File: config.mk
export PLATFORM = sky130hd
export DESIGN_NAME = yutorina_timer
export DESIGN_NICKNAME = d
export VERILOG_FILES = /design/src/rtl/yutorina_timer_pkg.sv /design/src/rtl/yutorina_timer.sv
export SDC_FILE = /design/constraint.sdc
export NUM_CORES = 1
export LEC_CHECK = 0
export CAP_MARGIN = 20
export CELL_PAD_IN_SITES_DETAIL_PLACEMENT = 1
export CELL_PAD_IN_SITES_GLOBAL_PLACEMENT = 1
export CORE_UTILIZATION = 46
export CTS_CLUSTER_DIAMETER = 200
export DETAILED_ROUTE_END_ITERATION = 6
export GPL_TIMING_DRIVEN = 0
export PLACE_DENSITY_LB_ADDON = 0.25
export SLEW_MARGIN = 20
export SYNTH_ARGS = -nofsm -noshare
export SYNTH_HDL_FRONTEND = slang
export SYNTH_SLANG_ARGS = --single-unit
File: constraint.sdc
create_clock -name clk -period 5.28 [get_ports clk]
set_clock_uncertainty 0.05 [all_clocks]
set_input_delay 1.056 -clock clk [delete_from_list [all_inputs] [get_ports clk]]
set_output_delay 1.056 -clock clk [all_outputs]
set_load 0.01 [all_outputs]
File: src/rtl/yutorina_timer_pkg.sv
// Shared definitions for the yutorina timer: bus widths, register map and
// the bit positions of the CTRL and INTR fields.
package yutorina_timer_pkg;

    localparam int unsigned WORD_W = 32;
    localparam int unsigned ADDR_W = 2;

    localparam int unsigned CTRL_START_BIT    = 0;
    localparam int unsigned CTRL_PERIODIC_BIT = 1;
    localparam int unsigned INTR_FLAG_BIT     = 0;

    localparam logic RW_READ  = 1'b1;
    localparam logic RW_WRITE = 1'b0;

    typedef enum logic [ADDR_W-1:0] {
        REG_CTRL    = 2'd0,
        REG_INTR    = 2'd1,
        REG_EXPR    = 2'd2,
        REG_COUNTER = 2'd3
    } reg_idx_e;

endpackage

File: src/rtl/yutorina_timer.sv
// Free-running 32-bit timer with an expiry compare, one-shot/periodic modes and
// a level interrupt, behind a simple active-low strobe bus with one-cycle acknowledge.
module yutorina_timer
    import yutorina_timer_pkg::*;
(
    input  logic              clk,
    input  logic              rst,
    input  logic              cs_,
    input  logic              as_,
    input  logic              rw,
    input  logic [ADDR_W-1:0] addr,
    input  logic [WORD_W-1:0] w_data,
    output logic [WORD_W-1:0] r_data,
    output logic              rdy_,
    output logic              irq
);

    logic              r_start;
    logic              r_periodic;
    logic              r_flag;
    logic [WORD_W-1:0] r_expr;
    logic [WORD_W-1:0] r_counter;

    logic              w_req;
    logic              w_rd;
    logic              w_wr_ctrl;
    logic              w_wr_intr;
    logic              w_wr_expr;
    logic              w_wr_counter;
    logic              w_expire;
    logic [WORD_W-1:0] w_rd_mux;

    // Bus request decode
    always_comb begin
        w_req        = !cs_ && !as_;
        w_rd         = w_req && (rw == RW_READ);
        w_wr_ctrl    = 1'b0;
        w_wr_intr    = 1'b0;
        w_wr_expr    = 1'b0;
        w_wr_counter = 1'b0;
        if (w_req && (rw == RW_WRITE)) begin
            case (reg_idx_e'(addr))
                REG_CTRL:    w_wr_ctrl    = 1'b1;
                REG_INTR:    w_wr_intr    = 1'b1;
                REG_EXPR:    w_wr_expr    = 1'b1;
                REG_COUNTER: w_wr_counter = 1'b1;
                default:     ;
            endcase
        end
    end

    assign w_expire = r_start && (r_counter == r_expr);

    // Read mux; unused CTRL/INTR bits read as zero
    always_comb begin
        w_rd_mux = '0;
        case (reg_idx_e'(addr))
            REG_CTRL: begin
                w_rd_mux[CTRL_START_BIT]    = r_start;
                w_rd_mux[CTRL_PERIODIC_BIT] = r_periodic;
            end
            REG_INTR:    w_rd_mux[INTR_FLAG_BIT] = r_flag;
            REG_EXPR:    w_rd_mux = r_expr;
            REG_COUNTER: w_rd_mux = r_counter;
            default:     w_rd_mux = '0;
        endcase
    end

    // Acknowledge and read data; data stays zero unless a read is acknowledged
    always_ff @(posedge clk or posedge rst) begin
        if (rst) begin
            rdy_   <= 1'b1;
            r_data <= '0;
        end else begin
            rdy_   <= !w_req;
            r_data <= w_rd ? w_rd_mux : '0;
        end
    end

    // CTRL: a bus write overrides the one-shot self-clear
    always_ff @(posedge clk or posedge rst) begin
        if (rst) begin
            r_start    <= 1'b0;
            r_periodic <= 1'b0;
        end else if (w_wr_ctrl) begin
            r_start    <= w_data[CTRL_START_BIT];
            r_periodic <= w_data[CTRL_PERIODIC_BIT];
        end else if (w_expire && !r_periodic) begin
            r_start    <= 1'b0;
        end
    end

    // INTR: expiry beats a same-cycle bus write
    always_ff @(posedge clk or posedge rst) begin
        if (rst) begin
            r_flag <= 1'b0;
        end else if (w_expire) begin
            r_flag <= 1'b1;
        end else if (w_wr_intr) begin
            r_flag <= w_data[INTR_FLAG_BIT];
        end
    end

    always_ff @(posedge clk or posedge rst) begin
        if (rst) begin
            r_expr <= '0;
        end else if (w_wr_expr) begin
            r_expr <= w_data;
        end
    end

    // COUNTER: bus write beats expiry reload, which beats increment
    always_ff @(posedge clk or posedge rst) begin
        if (rst) begin
            r_counter <= '0;
        end else if (w_wr_counter) begin
            r_counter <= w_data;
        end else if (w_expire) begin
            r_counter <= '0;
        end else if (r_start) begin
            r_counter <= r_counter + WORD_W'(1);
        end
    end

    assign irq = r_flag;

endmodule

==> impl_metrics.yaml, run 1 <==
status:
  status: "finished, final reports clean"
run:
  cap_violations: 0
routing:
  dr.pass1.iters: 4
  vias_per_cell: 5.59
  vias: 3882
  drc: 0
  routed_wl_microns: 14300
  avgRoutedWirePerCell_microns: 20.7
  drtIter0Drc: 159
  ant_nets: 0
clock_tree:
  post_cts_buffers: 0
  clk_pin_slew_ns: 0.10
  cts.path.max_buffers: 2
  insertion_delay_ns: 0.38
  htreeDepth: 3
  cts_tree: "yes"
  ctsResizeCount: 0
  cts_root_buffer: "clkbuf_8"
  cts_buffers: 9
  hold_buffers: 0
  clock-sinks: 100
yosys:
  yosys.area_share.adder: 0.00249
  synth_top_family_by_area: "simple AND/OR/NAND/NOR gates"
  synth.mux.area_fraction: 0.149
  synth-xor-area-share: 0.0995
  syn-num-nets: 510
  synth_cell_types: 40
  yosysSeqAreaShare: 0.499
  async_flop_share: 1.00
  synth-edff-count: 0
  synth_compound_area_frac: 0.0489
  syn_area_per_cell_sq_um: 10.7
  yosys_most_used_dff: "dfrtp_1"
  synth.cell_area_sq_um: 5020
  synth_warnings: 0
  synth_simple_gate_area_frac: 0.166
  synth_cells: 470
  synth-seq-cells: 100
worst_setup_path:
  worst_r2r_startpoint: "r_counter[2]"
  crit_path_end_kind: "register"
  startpoint_type: "input pin"
  cpPeakStageDelay_ns: 0.62
  worstSetupPathType: "in2reg"
  arrival_ns: 3.26
  crit_required_ns: 5.45
  crit_path_start: "addr[0]"
  slowest_stage: "buf_1"
  path_cells: "clkdlybuf4s50_1, clkbuf_1, nand3_1, clkbuf_1, buf_1, a211oi_1"
  cp_common_cell: "clkbuf_1"
  path_max_fanout: 10
global_route:
  grt_pass1_vias: 4236
  antenna_found_initial: 0
  grt_overflow: 0
  grt_usage: 0.272
  grt_pass1_wl_microns: 23200
  grt_max_degree: 58
floorplanning:
  fp-row-count: 37
  initial_core_util: 0.480
  dieArea_sq_um: 11300
  ioPinCount: 73
  die_w_microns: 106
  core_region_area_sq_um: 10500
  fp.dieH_microns: 106
power_and_ir_drop:
  ir_drop_mv: 0.151
  p_per_area_nw_per_um2: 364
  leakagePower_nw: 2.57
sta:
  post-route-min-period_ns: 3.09
  period_share: 0.586
  grt_setup_unrepaired: "no"
  hold_viol_final: 0
  tightest_slew_ns: 0.725
  fmax_mhz: 323
  final_max_slew_viol_count: 0
  setup_viol: 0
  slew_headroom: 0.517
  final.setup.tns_ns: 0
min_path:
  min_path_type: "reg2reg"
  hp-start: "r_expr[27]"
placed_design:
  dpl.hpwl_microns: 10400
  globalplace.congestion: 0.846
  port-buffer-count: 71
cells_and_area:
  fin_util: 0.583
  final_net_count: 593
  area.growth.synth_to_final_pct: 21.6
  drive_gt1_frac: 0.142
  diodes: 0
kinds of logic after synthesis:
kind of cell,after synthesis
simple gates,170
flops,100
xor+xnor,57
buf+inv,38
fa+ha+maj,1
compound gates,35
mux,69
report_power, final:
group          internal (mW)  leakage, nW  total [mW]  switching (mW)
Sequential             0.907         1.25        1.07           0.164
Clock                  0.175       0.0839       0.457           0.283
Combinational          0.329         1.24       0.690           0.360
per-layer routing:
metal  share of wire  global-route usage
met2            0.50               0.463
met5               0                   0
met3           0.039              0.0374
met4           0.027               0.103
met1            0.43               0.353
cells in the mapped netlist (3+ instances only):
master    count  area (sq um)
buf_2        12          60.1
o21ai_0       6          30.0
inv_1         8          30.0
nand4_1      15          93.8
mux2i_1      32           320
nand3_1      12          60.1
buf_1         3          11.3
nor2_1       74           278
and3_1        5          31.3
nor3_2        3          30.0
nor3_1        9          45.0
a21oi_1       5          25.0
xor2_1       22           193
a211oi_1     17           128
clkbuf_1     12          45.0
xnor2_1      35           307
nor4_1        7          43.8
a221oi_1      3          26.3
mux2_2       36           405
nand2_1      33           124
dfrtp_1      99          2480
registers in the layout, summed over array words and instances, names as in the netlist:
signal,flops
irq,1
r_counter,32
r_data,32
r_expr,32
r_periodic,1
r_start,1
rdy_,1
placed cells by master (no fill, tap or decap), drive strengths merged:
cell,n
dfrtp,99
nor2,74
clkdlybuf4s50,71
mux2,36
xnor2,35
nand2,33
mux2i,32
clkbuf,25
xor2,22
a211oi,18
nand4,18
buf,17
nor3,13
nand3,12
inv,9
nor4,8
o21ai,6
and3,5
a21oi,5
a221oi,3
clkinv,3
and2,2
nand3b,2
and4b,1
o21a,1
a31o,1
a22oi,1
mux4,1
nor3b,1
or2,1
ha,1
clkinvlp,1
dfstp,1
through the flow:
stage / hold WS (ns) / cell area, sq um / std cells / total power, mW / worst slack [ns]
after floorplan: 0.449 / 5020 / 470 / 1.52 / 1.56
after global placement: 0.465 / 5900 / 677 / 1.72 / -0.0422
after detailed placement: 0.492 / 5930 / 678 / 1.76 / 1.90
after CTS: 0.513 / 6100 / 694 / 2.22 / 2.29
after global routing: 0.527 / 6100 / 694 / 2.33 / 2.05
final: 0.508 / 6100 / 694 / 2.22 / 2.19
layout make-up:
type / instances / area [sq um]
Inverter: 8 / 35.0
Buffer: 30 / 146
Timing Repair Buffer: 72 / 738
Fill cell: 1184 / 4360
Clock buffer: 11 / 131
Multi-Input combinational cell: 332 / 2340
Clock inverter: 5 / 38.8
Tap cell: 136 / 170
Sequential cell: 100 / 2500
worst max-delay path, delay by kind of cell:
kind / cells / cell delay, ns
AOI/OAI and AO/OA: 1 / 0.18
buffers and inverters: 4 / 1.78
and+or+nand+nor: 1 / 0.24
path summary, 6_finish.rpt:
check,end,slack (ns),depth (start not counted)
max in group asynchronous,r_expr[23],3.52,3
min in group asynchronous,r_data[6],1.02,2
max,r_counter[8],2.19,6
min,r_expr[27],0.51,1
max reg2reg,r_counter[29],2.57,7
min reg2reg,r_expr[27],0.51,1
No activity file was read; power rests on OpenSTA's default activity.
==> inputs of run 2 (changes only) <==
--- a/config.mk
+++ b/config.mk
@@ -8,7 +8,7 @@
 export CAP_MARGIN = 20
 export CELL_PAD_IN_SITES_DETAIL_PLACEMENT = 1
 export CELL_PAD_IN_SITES_GLOBAL_PLACEMENT = 1
-export CORE_UTILIZATION = 46
+export CORE_UTILIZATION = 43
 export CTS_CLUSTER_DIAMETER = 200
 export DETAILED_ROUTE_END_ITERATION = 6
 export GPL_TIMING_DRIVEN = 0
==> constraint.sdc (replaced) <==
create_clock -name clk -period 3.2 [get_ports clk]
set_clock_uncertainty 0.05 [all_clocks]
set_input_delay 0.64 -clock clk [delete_from_list [all_inputs] [get_ports clk]]
set_output_delay 0.64 -clock clk [all_outputs]
set_load 0.01 [all_outputs]
==> run 2 against run 1 <==
Clock power increased by 130%. Die area rose by 6.9%. Register-to-register slack got worse by 2.1 ns. Critical path depth is 2 higher. Via count rose by 1.1%. Sequential power grew 64%. Critical endpoint is now r_counter[30].
==> impl_metrics.yaml, run 2 (synthesis gave the netlist of run 1 again) <==
sta:
  tightest_slew_ns: 0.712
  hold_viol_final: 0
  fmax_mhz: 372
  final_max_slew_viol_count: 0
  fin_hold_ws_ns: 0.497
  grt_setup_unrepaired: "no"
  slew_headroom: 0.525
  post-route-min-period_ns: 2.69
  setup_viol: 0
  period_share: 0.841
  final.setup.tns_ns: 0
placed_design:
  dpl.hpwl_microns: 10200
  port-buffer-count: 71
  globalplace.congestion: 0.817
  dp_cells: 687
clock_tree:
  hold_buffers: 0
  cts.path.max_buffers: 2
  cts_buffers: 9
  cts_root_buffer: "clkbuf_16"
  insertion_delay_ns: 0.34
  cts_tree: "yes"
  clock-sinks: 100
  clk_pin_slew_ns: 0.07
  htreeDepth: 3
  ctsResizeCount: 0
  post_cts_buffers: 0
routing:
  vias: 3926
  dr.pass1.iters: 4
  avgRoutedWirePerCell_microns: 20.1
  ant_nets: 0
  vias_per_cell: 5.58
  routed_wl_microns: 14100
  drc: 0
  drtIter0Drc: 151
floorplanning:
  fp-row-count: 39
  fp.dieH_microns: 110
  initial_core_util: 0.439
  die_w_microns: 110
  ioPinCount: 73
  core_region_area_sq_um: 11400
  dieArea_sq_um: 12100
worst_setup_path:
  worstSetupPathType: "reg2reg"
  r2r_slack_ns: 0.51
  arrival_ns: 2.83
  worst_r2r_startpoint: "r_counter[3]"
  startpoint_type: "register"
  r2r_cells: 8
  worstReg2RegEnd: "r_counter[30]"
  crit_path_end_kind: "register"
  crit_required_ns: 3.34
  path_max_fanout: 10
global_route:
  grt_usage: 0.255
  grt_pass1_wl_microns: 22600
  grt_overflow: 0
  grt_max_degree: 30
  grt_pass1_vias: 4193
  antenna_found_initial: 0
power_and_ir_drop:
  p_per_area_nw_per_um2: 631
  leakagePower_nw: 2.62
  ir_drop_mv: 0.285
cells_and_area:
  reg_top3: "r_counter (32), r_data (32), r_expr (32)"
  drive_gt1_frac: 0.148
  final_common_cell: "dfrtp_1"
  regArea_sq_um: 2500
  area.growth.synth_to_final_pct: 24.6
  fill_cells: 1272
  final_cell_mix: "dfrtp_1 (99), nor2_1 (74), clkdlybuf4s50_1 (71)"
  fin_cells: 703
  diodes: 0
  final_net_count: 595
  multiInputGateArea_sq_um: 2340
min_path:
  whs_path_depth: 1
  worstHoldEndpoint: "r_periodic"
  min_path_type: "reg2reg"
  hp-start: "r_periodic"
run:
  cap_violations: 0
status:
  status: "finished, final reports clean"
run 2: per-stage QoR:
stage / util / power, mW / setup slack (ns) / instance area, sq um
3_5_place_dp: 0.523 / 2.91 / 0.235 / 5970
4_1_cts: 0.547 / 3.96 / 0.573 / 6250
6_report: 0.547 / 3.94 / 0.509 / 6250
5_1_grt: 0.547 / 4.14 / 0.381 / 6250
2_1_floorplan: - / 2.51 / 1.32 / 5020
3_3_place_gp: 0.518 / 2.85 / 0.215 / 5910
run 2: worst max path at each step:
stage	from	to	slack (ns)	depth (start not counted)
2_1_floorplan	rst	irq	1.32	1
4_1_cts	addr[0]	r_counter[11]	0.57	6
3_3_place_gp	addr[0]	r_counter[12]	0.22	7
3_5_place_dp	addr[0]	r_counter[25]	0.23	6
6_report	r_counter[3]	r_counter[30]	0.51	8
5_1_grt	addr[0]	r_counter[29]	0.38	6
run 2: power by group:
group,internal (mW),switching (mW)
sequential,1.50,0.264
combinational,0.548,0.594
clock,0.546,0.492
total,2.59,1.35
run 2: per-layer routing:
| layer | wire length [microns] | up-vias | GRT usage |
|---|---|---|---|
| li1 | - | 1786 | - |
| met1 | 6180 | 2020 | 0.342 |
| met2 | 7110 | 100 | 0.419 |
| met3 | 590 | 20 | 0.0312 |
| met4 | 252 | 0 | 0.100 |
| met5 | 0 | - | 0 |
run 2: worst max-delay path, stage by stage, from the launching register on:
cell and delay (ns):
dfrtp_1 0.37, clkbuf_2 0.18, xnor2_1 0.38, nand3_1 0.20, nor3_1 0.26, nand4_2 0.24
nor3_4 0.55, buf_6 0.25, a211oi_1 0.06
run 2: area by class of cell:
cell class	count	area share
multi-input cells	332	0.374
well taps	143	0.0286
inverters	8	0.00541
clock inverters	6	0.00641
flip-flops and latches	100	0.401
clock buffers	10	0.0382
repair buffers	74	0.123
plain buffers	30	0.0234
==> inputs of run 3 (changes only) <==
==> constraint.sdc (replaced) <==
create_clock -name clk -period 2.7 [get_ports clk]
set_clock_uncertainty 0.05 [all_clocks]
set_input_delay 0.54 -clock clk [delete_from_list [all_inputs] [get_ports clk]]
set_output_delay 0.54 -clock clk [all_outputs]
set_load 0.01 [all_outputs]
==> run 3 against run 2 <==
Non-clock buffer count rose by 3. Clock power rose by 18%. Global-route usage did not move. Combinational power rose by 19%. Critical path depth fell by 1. Count of clock-buffer cells in the layout did not move. Final area rose by 0.38%. Largest power group unchanged. Power rose by 19%. Sequential share of layout area fell by 0.15 points. Die area did not move.
==> impl_metrics.yaml, run 3 (synthesis gave the netlist of run 1 again) <==
routing:
  dr.pass1.iters: 4
  ant_nets: 0
  avgRoutedWirePerCell_microns: 20.1
  vias: 3952
  vias_per_cell: 5.60
  drtIter0Drc: 163
  drc: 0
  routed_wl_microns: 14200
floorplanning:
  core_region_area_sq_um: 11400
  die_w_microns: 110
  ioPinCount: 73
  dieArea_sq_um: 12100
  fp.dieH_microns: 110
  initial_core_util: 0.439
  fp-row-count: 39
sta:
  post-route-min-period_ns: 2.48
  hold_viol_final: 0
  setup_viol: 0
  period_share: 0.920
  final.setup.tns_ns: 0
  fmax_mhz: 403
  final_max_slew_viol_count: 0
  grt_setup_unrepaired: "no"
  slew_headroom: 0.530
  tightest_slew_ns: 0.705
  fin_hold_ws_ns: 0.500
cells_and_area:
  final_cell_mix: "dfrtp_1 (99), nor2_1 (74), clkdlybuf4s50_1 (71)"
  final_net_count: 598
  diodes: 0
  multiInputGateArea_sq_um: 2340
  fill_cells: 1269
  fin_util: 0.549
  area.growth.synth_to_final_pct: 25.0
  design_area_sq_um: 6270
  reg_top3: "r_counter (32), r_data (32), r_expr (32)"
  final_common_cell: "dfrtp_1"
  regArea_sq_um: 2500
  drive_gt1_frac: 0.155
global_route:
  grt_max_degree: 30
  grt_overflow: 0
  grt_pass1_wl_microns: 22600
  antenna_found_initial: 0
  grt_usage: 0.255
  grt_pass1_vias: 4193
placed_design:
  globalplace.congestion: 0.817
  port-buffer-count: 71
  place_area_sq_um: 5970
  dpl.hpwl_microns: 10200
power_and_ir_drop:
  leakagePower_nw: 2.64
  ir_drop_mv: 0.340
  p_per_area_nw_per_um2: 745
  finalPower_mw: 4.68
clock_tree:
  clk_pin_slew_ns: 0.07
  htreeDepth: 3
  cts.path.max_buffers: 2
  cts_tree: "yes"
  cts_buffers: 9
  cts_root_buffer: "clkbuf_16"
  hold_buffers: 0
  insertion_delay_ns: 0.35
  clock-sinks: 100
worst_setup_path:
  path_cells: "clkdlybuf4s50_1, nor3_1, and3_1, buf_2, buf_1, nand2_1, o21ai_0"
  crit_path_end_kind: "register"
  path_max_fanout: 10
  r2r_slack_ns: 0.22
  slowest_stage: "buf_1"
  crit_required_ns: 2.90
  arrival_ns: 2.68
  cpPeakStageDelay_ns: 0.58
  worstSetupPathType: "in2reg"
  startpoint_type: "input pin"
status:
  status: "finished, final reports clean"
run:
  cap_violations: 0
min_path:
  min_path_type: "reg2reg"
[run 3: through the flow]
step                      worst slack, ns  cells
final                               0.217    706
after floorplan                     0.825    470
after detailed placement           -0.165    687
after CTS                          0.0732    703
after global placement             -0.185    684
after global routing              0.00487    706
[run 3: worst paths after layout]
kind                            endpoint  cells past startpoint         start
max reg2reg                r_counter[11]                      8  r_counter[3]
max                        r_counter[26]                      7            rw
min in group asynchronous     r_data[12]                      2           rst
max in group asynchronous           rdy_                      3           rst
min reg2reg                   r_periodic                      1    r_periodic
min                           r_periodic                      1    r_periodic
[run 3: worst max-delay path, delay by kind of cell]
| kind | cells | cell delay, ns |
|---|---|---|
| compound gates | 1 | 0.13 |
| buf+inv | 3 | 1.31 |
| simple gates | 3 | 0.70 |
[run 3: where the power goes]
| group | switching [mW] | leakage, nW | internal, mW |
|---|---|---|---|
| Sequential | 0.314 | 1.25 | 1.78 |
| Clock | 0.582 | 0.127 | 0.647 |
| Combinational | 0.707 | 1.27 | 0.650 |
| Total | 1.60 | 2.64 | 3.07 |
[run 3: layout make-up]
type                    instances  share of cell area
clock buffers                  10              0.0381
flip-flops and latches        100               0.399
multi-input cells             332               0.373
clock inverters                 6             0.00638
plain buffers                  30              0.0235
repair buffers                 77               0.126
inverters                       8             0.00538
well taps                     143              0.0285
[run 3: timing repair]
item | 4_1_cts | 5_1_grt
resized for setup | 0 | 2
setup buffers | 0 | 3
setup endpoints to repair | 0 | 12
[run 3: routing by layer]
layer / vias to the layer above / wire, microns / GRT usage
met1: 2034 / 6210 / 0.342
met2: 96 / 7090 / 0.419
li1: 1799 / - / -
met5: - / 0 / 0
met4: 0 / 276 / 0.100
met3: 23 / 580 / 0.0312
